==> src/rtl/trace_buffer_pkg.sv <==
// Shared definitions for the trace buffer.
// Holds the displayed-value kind encoding, the controller state encoding,
// the layout of one trace entry and the default size constants.
package trace_buffer_pkg;

    localparam int DEFAULT_DEPTH       = 16;
    localparam int DEFAULT_CYCLE_LIMIT = 2048;

    // Kind of value shown on the display / stored in an entry.
    typedef enum logic [1:0] {
        KIND_PC  = 2'd0,
        KIND_REG = 2'd1,
        KIND_MEM = 2'd2
    } kind_e;

    // Controller states.
    typedef enum logic [1:0] {
        ST_RUN    = 2'd0,
        ST_FROZEN = 2'd1,
        ST_HALTED = 2'd2
    } state_e;

    // One trace entry: what was written and the written value.
    typedef struct packed {
        kind_e       kind;
        logic [31:0] data;
    } entry_t;

    localparam int ENTRY_W = $bits(entry_t);

endpackage

==> src/rtl/trace_fifo.sv <==
// Circular buffer used to hold trace entries.
// Ports:
//   CLK_CPU     - clock, rising edge
//   RST_CPU     - asynchronous active-high reset (pointers, count, overflow)
//   push_i      - write push_data_i this edge
//   push_data_i - entry to store
//   pop_i       - discard the head entry this edge (ignored when empty)
//   count_o     - number of stored entries (0..DEPTH)
//   head_o      - oldest stored entry (combinational read at the read pointer)
//   overflow_o  - sticky: an entry was lost because a push hit a full buffer
// With OVERWRITE=1 a push into a full buffer (without a pop) replaces the
// oldest entry; with OVERWRITE=0 the new entry is discarded. Either way the
// overflow flag is set. A pop and a push on the same edge are handled as
// pop-then-push, so a full buffer with both keeps its count and no flag.
module trace_fifo #(
    parameter int DEPTH     = 16,
    parameter int WIDTH     = 34,
    parameter bit OVERWRITE = 1'b1
) (
    input  logic                     CLK_CPU,
    input  logic                     RST_CPU,
    input  logic                     push_i,
    input  logic [WIDTH-1:0]         push_data_i,
    input  logic                     pop_i,
    output logic [$clog2(DEPTH):0]   count_o,
    output logic [WIDTH-1:0]         head_o,
    output logic                     overflow_o
);

    localparam int PTR_W = $clog2(DEPTH);
    localparam int CNT_W = PTR_W + 1;

    typedef logic [PTR_W-1:0] ptr_t;
    typedef logic [CNT_W-1:0] cnt_t;

    logic [WIDTH-1:0] mem [DEPTH];

    ptr_t wr_ptr_q, wr_ptr_d;
    ptr_t rd_ptr_q, rd_ptr_d;
    cnt_t count_q, count_d;
    logic overflow_q, overflow_d;

    logic full;
    logic do_pop;
    logic push_accept;   // push that fits (buffer not full, or made room by a pop)
    logic push_over;     // push into a full buffer that replaces the oldest entry
    logic push_drop;     // push that loses data (overwritten or discarded)
    logic wr_en;

    always_comb begin
        full        = (count_q == cnt_t'(DEPTH));
        do_pop      = pop_i && (count_q != '0);
        push_accept = push_i && (!full || do_pop);
        push_drop   = push_i && full && !do_pop;
        push_over   = push_drop && OVERWRITE;
        wr_en       = push_accept || push_over;

        wr_ptr_d   = wr_ptr_q;
        rd_ptr_d   = rd_ptr_q;
        count_d    = count_q;
        overflow_d = overflow_q || push_drop;

        // Pointers are exactly PTR_W bits wide, so increments wrap modulo DEPTH.
        if (wr_en) begin
            wr_ptr_d = wr_ptr_q + ptr_t'(1);
        end
        // Overwrite advances the read pointer past the replaced oldest entry.
        if (do_pop || push_over) begin
            rd_ptr_d = rd_ptr_q + ptr_t'(1);
        end

        if (push_accept && !do_pop) begin
            count_d = count_q + cnt_t'(1);
        end else if (do_pop && !push_accept) begin
            count_d = count_q - cnt_t'(1);
        end
    end

    always_ff @(posedge CLK_CPU or posedge RST_CPU) begin
        if (RST_CPU) begin
            wr_ptr_q   <= '0;
            rd_ptr_q   <= '0;
            count_q    <= '0;
            overflow_q <= 1'b0;
        end else begin
            wr_ptr_q   <= wr_ptr_d;
            rd_ptr_q   <= rd_ptr_d;
            count_q    <= count_d;
            overflow_q <= overflow_d;
        end
    end

    // Entry storage is not reset; count/pointers define what is valid.
    always_ff @(posedge CLK_CPU) begin
        if (wr_en) begin
            mem[wr_ptr_q] <= push_data_i;
        end
    end

    assign head_o     = mem[rd_ptr_q];
    assign count_o    = count_q;
    assign overflow_o = overflow_q;

endmodule

==> src/rtl/trace_buffer.sv <==
// CPU execution trace buffer with single-step display readout.
// Captures GPR and data-memory writes while running, lets the user step
// through captured entries on a seg7 display, and halts after a fixed
// number of run cycles.
// Ports:
//   CLK_CPU, RST_CPU        - clock (rising edge), async active-high reset
//   pc_i                    - current PC, shown when the buffer is empty
//   reg_write_i/reg_wdata_i - GPR write strobe and data (captured first)
//   mem_write_i/mem_wdata_i - memory write strobe and data
//   freeze_i                - level, suspends capture and cycle counting
//   step_i                  - level, each rising edge pops one entry
//   disp_data_o/disp_kind_o - registered display value and its kind
//   count_o                 - entries held
//   overflow_o              - sticky, an entry was lost
//   cycle_cnt_o             - RUN cycles so far, saturating at CYCLE_LIMIT
//   halt_o                  - cycle limit reached
module trace_buffer
    import trace_buffer_pkg::*;
#(
    parameter int DEPTH       = DEFAULT_DEPTH,
    parameter int CYCLE_LIMIT = DEFAULT_CYCLE_LIMIT
) (
    input  logic                   CLK_CPU,
    input  logic                   RST_CPU,
    input  logic [31:0]            pc_i,
    input  logic                   reg_write_i,
    input  logic [31:0]            reg_wdata_i,
    input  logic                   mem_write_i,
    input  logic [31:0]            mem_wdata_i,
    input  logic                   freeze_i,
    input  logic                   step_i,
    output logic [31:0]            disp_data_o,
    output logic [1:0]             disp_kind_o,
    output logic [$clog2(DEPTH):0] count_o,
    output logic                   overflow_o,
    output logic [31:0]            cycle_cnt_o,
    output logic                   halt_o
);

    localparam logic [31:0] LIMIT = 32'(CYCLE_LIMIT);

    state_e      state_q, state_d;
    logic [31:0] cycle_cnt_q, cycle_cnt_d;
    logic        step_prev_q;
    logic [31:0] disp_data_q, disp_data_d;
    kind_e       disp_kind_q, disp_kind_d;

    entry_t               push_entry;
    entry_t               head_entry;
    logic [ENTRY_W-1:0]   head_bits;
    logic [$clog2(DEPTH):0] fifo_count;
    logic                 push;
    logic                 pop;

    // Capture uses the current state only, so the edge that moves RUN to
    // FROZEN still records a write present on that edge.
    assign push = (state_q == ST_RUN) && (reg_write_i || mem_write_i);
    assign pop  = step_i && !step_prev_q;

    always_comb begin
        push_entry.kind = reg_write_i ? KIND_REG : KIND_MEM;
        push_entry.data = reg_write_i ? reg_wdata_i : mem_wdata_i;
    end

    trace_fifo #(
        .DEPTH     (DEPTH),
        .WIDTH     (ENTRY_W),
        .OVERWRITE (1'b1)
    ) u_fifo (
        .CLK_CPU     (CLK_CPU),
        .RST_CPU     (RST_CPU),
        .push_i      (push),
        .push_data_i (push_entry),
        .pop_i       (pop),
        .count_o     (fifo_count),
        .head_o      (head_bits),
        .overflow_o  (overflow_o)
    );

    assign head_entry = entry_t'(head_bits);

    // State machine and run-cycle counter.
    always_comb begin
        state_d     = state_q;
        cycle_cnt_d = cycle_cnt_q;
        case (state_q)
            ST_RUN: begin
                if (cycle_cnt_q != LIMIT) begin
                    cycle_cnt_d = cycle_cnt_q + 32'd1;
                end
                // Reaching the limit wins over a simultaneous freeze request.
                if (cycle_cnt_d == LIMIT) begin
                    state_d = ST_HALTED;
                end else if (freeze_i) begin
                    state_d = ST_FROZEN;
                end
            end
            ST_FROZEN: begin
                if (!freeze_i) begin
                    state_d = ST_RUN;
                end
            end
            ST_HALTED: begin
                state_d = ST_HALTED;
            end
            default: begin
                state_d = ST_RUN;
            end
        endcase
    end

    // The display samples the buffer as it stands before this edge, so a
    // new entry shows one cycle after it is captured (no bypass).
    always_comb begin
        disp_data_d = pc_i;
        disp_kind_d = KIND_PC;
        if (fifo_count != '0) begin
            disp_data_d = head_entry.data;
            disp_kind_d = head_entry.kind;
        end
    end

    always_ff @(posedge CLK_CPU or posedge RST_CPU) begin
        if (RST_CPU) begin
            state_q     <= ST_RUN;
            cycle_cnt_q <= '0;
            step_prev_q <= 1'b0;
            disp_data_q <= '0;
            disp_kind_q <= KIND_PC;
        end else begin
            state_q     <= state_d;
            cycle_cnt_q <= cycle_cnt_d;
            step_prev_q <= step_i;
            disp_data_q <= disp_data_d;
            disp_kind_q <= disp_kind_d;
        end
    end

    assign disp_data_o = disp_data_q;
    assign disp_kind_o = disp_kind_q;
    assign count_o     = fifo_count;
    assign cycle_cnt_o = cycle_cnt_q;
    assign halt_o      = (state_q == ST_HALTED);

endmodule

==> config.mk <==
export PLATFORM = sky130hd
export DESIGN_NAME = trace_buffer
export DESIGN_NICKNAME = d
export VERILOG_FILES = /design/src/rtl/trace_buffer_pkg.sv /design/src/rtl/trace_fifo.sv /design/src/rtl/trace_buffer.sv
export SDC_FILE = /design/constraint.sdc
export NUM_CORES = 1
export LEC_CHECK = 0
export ABC_AREA = 0
export BUFFER_PORTS_ARGS = -buffer_cell sky130_fd_sc_hd__buf_2
export CORE_ASPECT_RATIO = 0.5
export CORE_UTILIZATION = 40
export DETAILED_ROUTE_END_ITERATION = 7
export SLEW_MARGIN = 20
export SYNTH_ARGS = -nofsm -noshare
export SYNTH_HDL_FRONTEND = slang
export SYNTH_SLANG_ARGS = --single-unit
==> constraint.sdc <==
create_clock -name CLK_CPU -period 4 [get_ports CLK_CPU]
set_clock_uncertainty 0.2 [all_clocks]
set_input_delay 0 -clock CLK_CPU [delete_from_list [all_inputs] [get_ports CLK_CPU]]
set_output_delay 0 -clock CLK_CPU [all_outputs]
set_load 0.02 [all_outputs]
==> results_dict.tcl <==
set metrics [dict create \
    end_kind "register" \
    slowest_stage "nor4_1" \
    synth-compound-area-share_pct 0.886 \
    crit_fanout 5 \
    ctsHtreeMaxLevel 2 \
    clock_latency_ns 0.62 \
    finalHoldViolCount 0 \
    root_buffer "clkbuf_16" \
    cts_resized 0 \
    dr.pass1.iters 5 \
    synthArstFlopShare_pct 13.2 \
    drive_gt1_share_pct 34.5 \
    synth_warnings 0 \
    routed_wl_um 56500 \
    ios 175 \
    timing.max_cap.violations 0 \
    fin_setup_tns_ns 0 \
    clock_path_buffers 3 \
    hold_ws_ns 0.358 \
    grtUsageMet3_pct 2.79 \
    start_util_pct 40.8 \
    port_buffers 174 \
    post_drt_wl_per_cell_um 23.3 \
    slew_headroom_pct 46.1 \
    fp.dieH_um 179 \
    gp_congestion 0.872 \
    syn2layout_area_growth_pct 21.7 \
    diodes 0 \
    status "finished clean" \
    grt_usage_pct 17.9 \
    vias 13009 \
    final_max_slew_viol_count 0 \
    crit_type "reg -> reg" \
    vias_per_cell 5.36 \
    met1_usage_pct 24.5 \
    synthAdderAreaFrac_pct 0.627 \
    grt.busiest_layer "met2" \
    synth.avg_cell_area_um2 20.5 \
    synth-seq-cells 627 \
    r2r_slack_ns 0.79 \
    setup_viol 0 \
    worstPathCellList "nor4_1 -> nor2b_4 -> or2_2 -> ha_1 -> inv_1 -> ha_1 -> a21o_1 -> a21oi_1 -> xnor2_1 -> nor2_1 -> xor2_1" \
    power.leakage_nw 10.5 \
    tritoncts "done" \
    cts.sinks 627 \
    nets 1670 \
    remaining_drc_errors 0 \
    cp.arrival_ns 3.47 \
    synth_edf_count 544 \
    antenna_found_initial 0 \
    ant_nets 0 \
    place_ws_ns 0.855 \
    max_freq_mhz 311 \
    grt_first_pass_wirelength_um 84800 \
    met2_usage_pct 30.7 \
    die_width_um 356 \
    grt-ovfl-total 0 \
    postLayoutSetupSlackWorst_ns 0.789 \
    drt_iter0_drc 1018 \
    power.density_nw_per_um2 632 \
    cts.clk_slew.worst_paths_ns 0.07 \
    netlist_area_um2 25100 \
    cts_setup_buffers 0 \
    crit_path_frequent_cell "ha_1" \
    dp_hpwl_um 31000 \
    yosys.area_share.simple_pct 3.70 \
    rows 64 \
    grt_pass1_vias 13518 \
    crit_buf_inv 1 \
    rsz0062_at_grt "false" \
    synth_seq_area_share_pct 73.3 \
    multi_input_area_um2 6500 \
    finalCritPeriodShare_pct 80.3 \
    worstSetupStartpointType "register" \
    synthDistinctLibCells 53 \
    grt_max_degree 71 \
    crit_required_ns 4.26 \
    worst_slew_pin_slew_ns 0.808 \
    peakVddDrop_uv 413 \
    syn_inst 1223 \
    critPathTopFamily "simple AND/OR/NAND/NOR gates" \
    regArea_um2 18400 \
    synthMuxAreaShare_pct 18.2 \
    synth_nets 1337 \
    die_area_um2 63900 \
    ctsHoldBuffers 138 \
    hold_path_class "reg -> reg" \
    synth_top_family_by_area "multiplexers" \
    ys.flop_type "edfxtp_1" \
    synth_xor_area_share_pct 1.85 \
    coreArea_um2 61600 \
    max_stage_delay_ns 0.65 \
    cts_made_buffers 56 \
    fin_crit_ns 3.21 \
    fill_cells 4914 \
]
## report_power, final
| group | internal [mW] | switching (mW) |
|---|---|---|
| Sequential | 7.90 | 0.445 |
| Combinational | 2.81 | 2.75 |
| Clock | 3.03 | 2.40 |
| Total | 13.7 | 5.59 |
## cell usage in the layout, fill, tap and decap left out, types with 10 or more instances in the layout
cell,n
edfxtp_1,544
nand3_1,14
buf_12,16
xor2_1,20
inv_1,15
dfrtp_1,79
dlygate4sd3_1,138
and3_1,10
clkbuf_1,15
buf_2,174
nor2_4,12
clkbuf_16,57
mux4_2,170
nor3_1,16
mux2_2,65
buf_4,18
nand2_1,40
clkinv_1,12
ha_1,11
nand4_1,15
xnor2_1,33
nor2_1,24
## Yosys cell counts (all sizes together) (10+ instances only)
cell      n  area (µm²)
xor2     20         175
nand2    40         150
nand3    15        80.1
clkbuf   39         148
mux4    170        3830
nor3     20         100
ha       11         138
inv      16        60.1
nand4    16         115
buf      32         151
nor2     36         135
xnor2    33         289
mux2     65         732
edfxtp  544       16300
dfrtp    83        2080
and3     10        62.6
## flip-flops by register name, indices dropped and copies added, names as in the netlist
name,flops
u_fifo.wr_ptr_q,4
state_q,2
disp_data_o,32
step_prev_q,1
cycle_cnt_o,32
u_fifo.mem,544
u_fifo.overflow_o,1
u_fifo.count_o,5
disp_kind_o,2
u_fifo.rd_ptr_q,4
## per-stage QoR
| step | utilization, % | power, mW | instance area, µm² | instances |
|---|---|---|---|---|
| global route | 49.6 | 20.2 | 30600 | 2428 |
| floorplan | - | 12.2 | 25100 | 1223 |
| global placement | 44.4 | 13.9 | 27300 | 2185 |
| CTS | 49.6 | 19.6 | 30600 | 2428 |
| finish | 49.6 | 19.3 | 30600 | 2428 |
| detailed placement | 44.4 | 14.0 | 27300 | 2185 |
## area by class of cell
class                      instances  area share [%]
clock buffer                      72            4.85
sequential                       627            60.3
clock inverter                    33            1.20
tap                              825            3.38
timing repair buffer             346            8.86
inverter                          16           0.205
multi-input combinational        509            21.2
## layer usage
metal | part of all wire, % | vias to the layer above
met5 | 0 | -
met4 | 1.4 | 0
met3 | 5.0 | 70
met2 | 50 | 334
met1 | 43 | 6961
li1 | - | 5644
## cells by family after synthesis
group / after synthesis
buf+inv: 87
mux: 237
compound gates: 32
flops: 627
xor+xnor: 53
simple gates: 175
fa+ha+maj: 12
## final timing paths
kind,cells past startpoint,endpoint,from
setup / recovery,11,u_fifo.count_o[4],u_fifo.count_o[1]
hold / removal,1,cycle_cnt_o[23],cycle_cnt_o[23]
setup reg to reg,11,u_fifo.count_o[4],u_fifo.count_o[1]
hold reg to reg,1,cycle_cnt_o[23],cycle_cnt_o[23]
max in group asynchronous,5,disp_data_o[8],RST_CPU
min in group asynchronous,4,disp_data_o[25],RST_CPU
No activity file was read; power rests on OpenSTA's default activity.
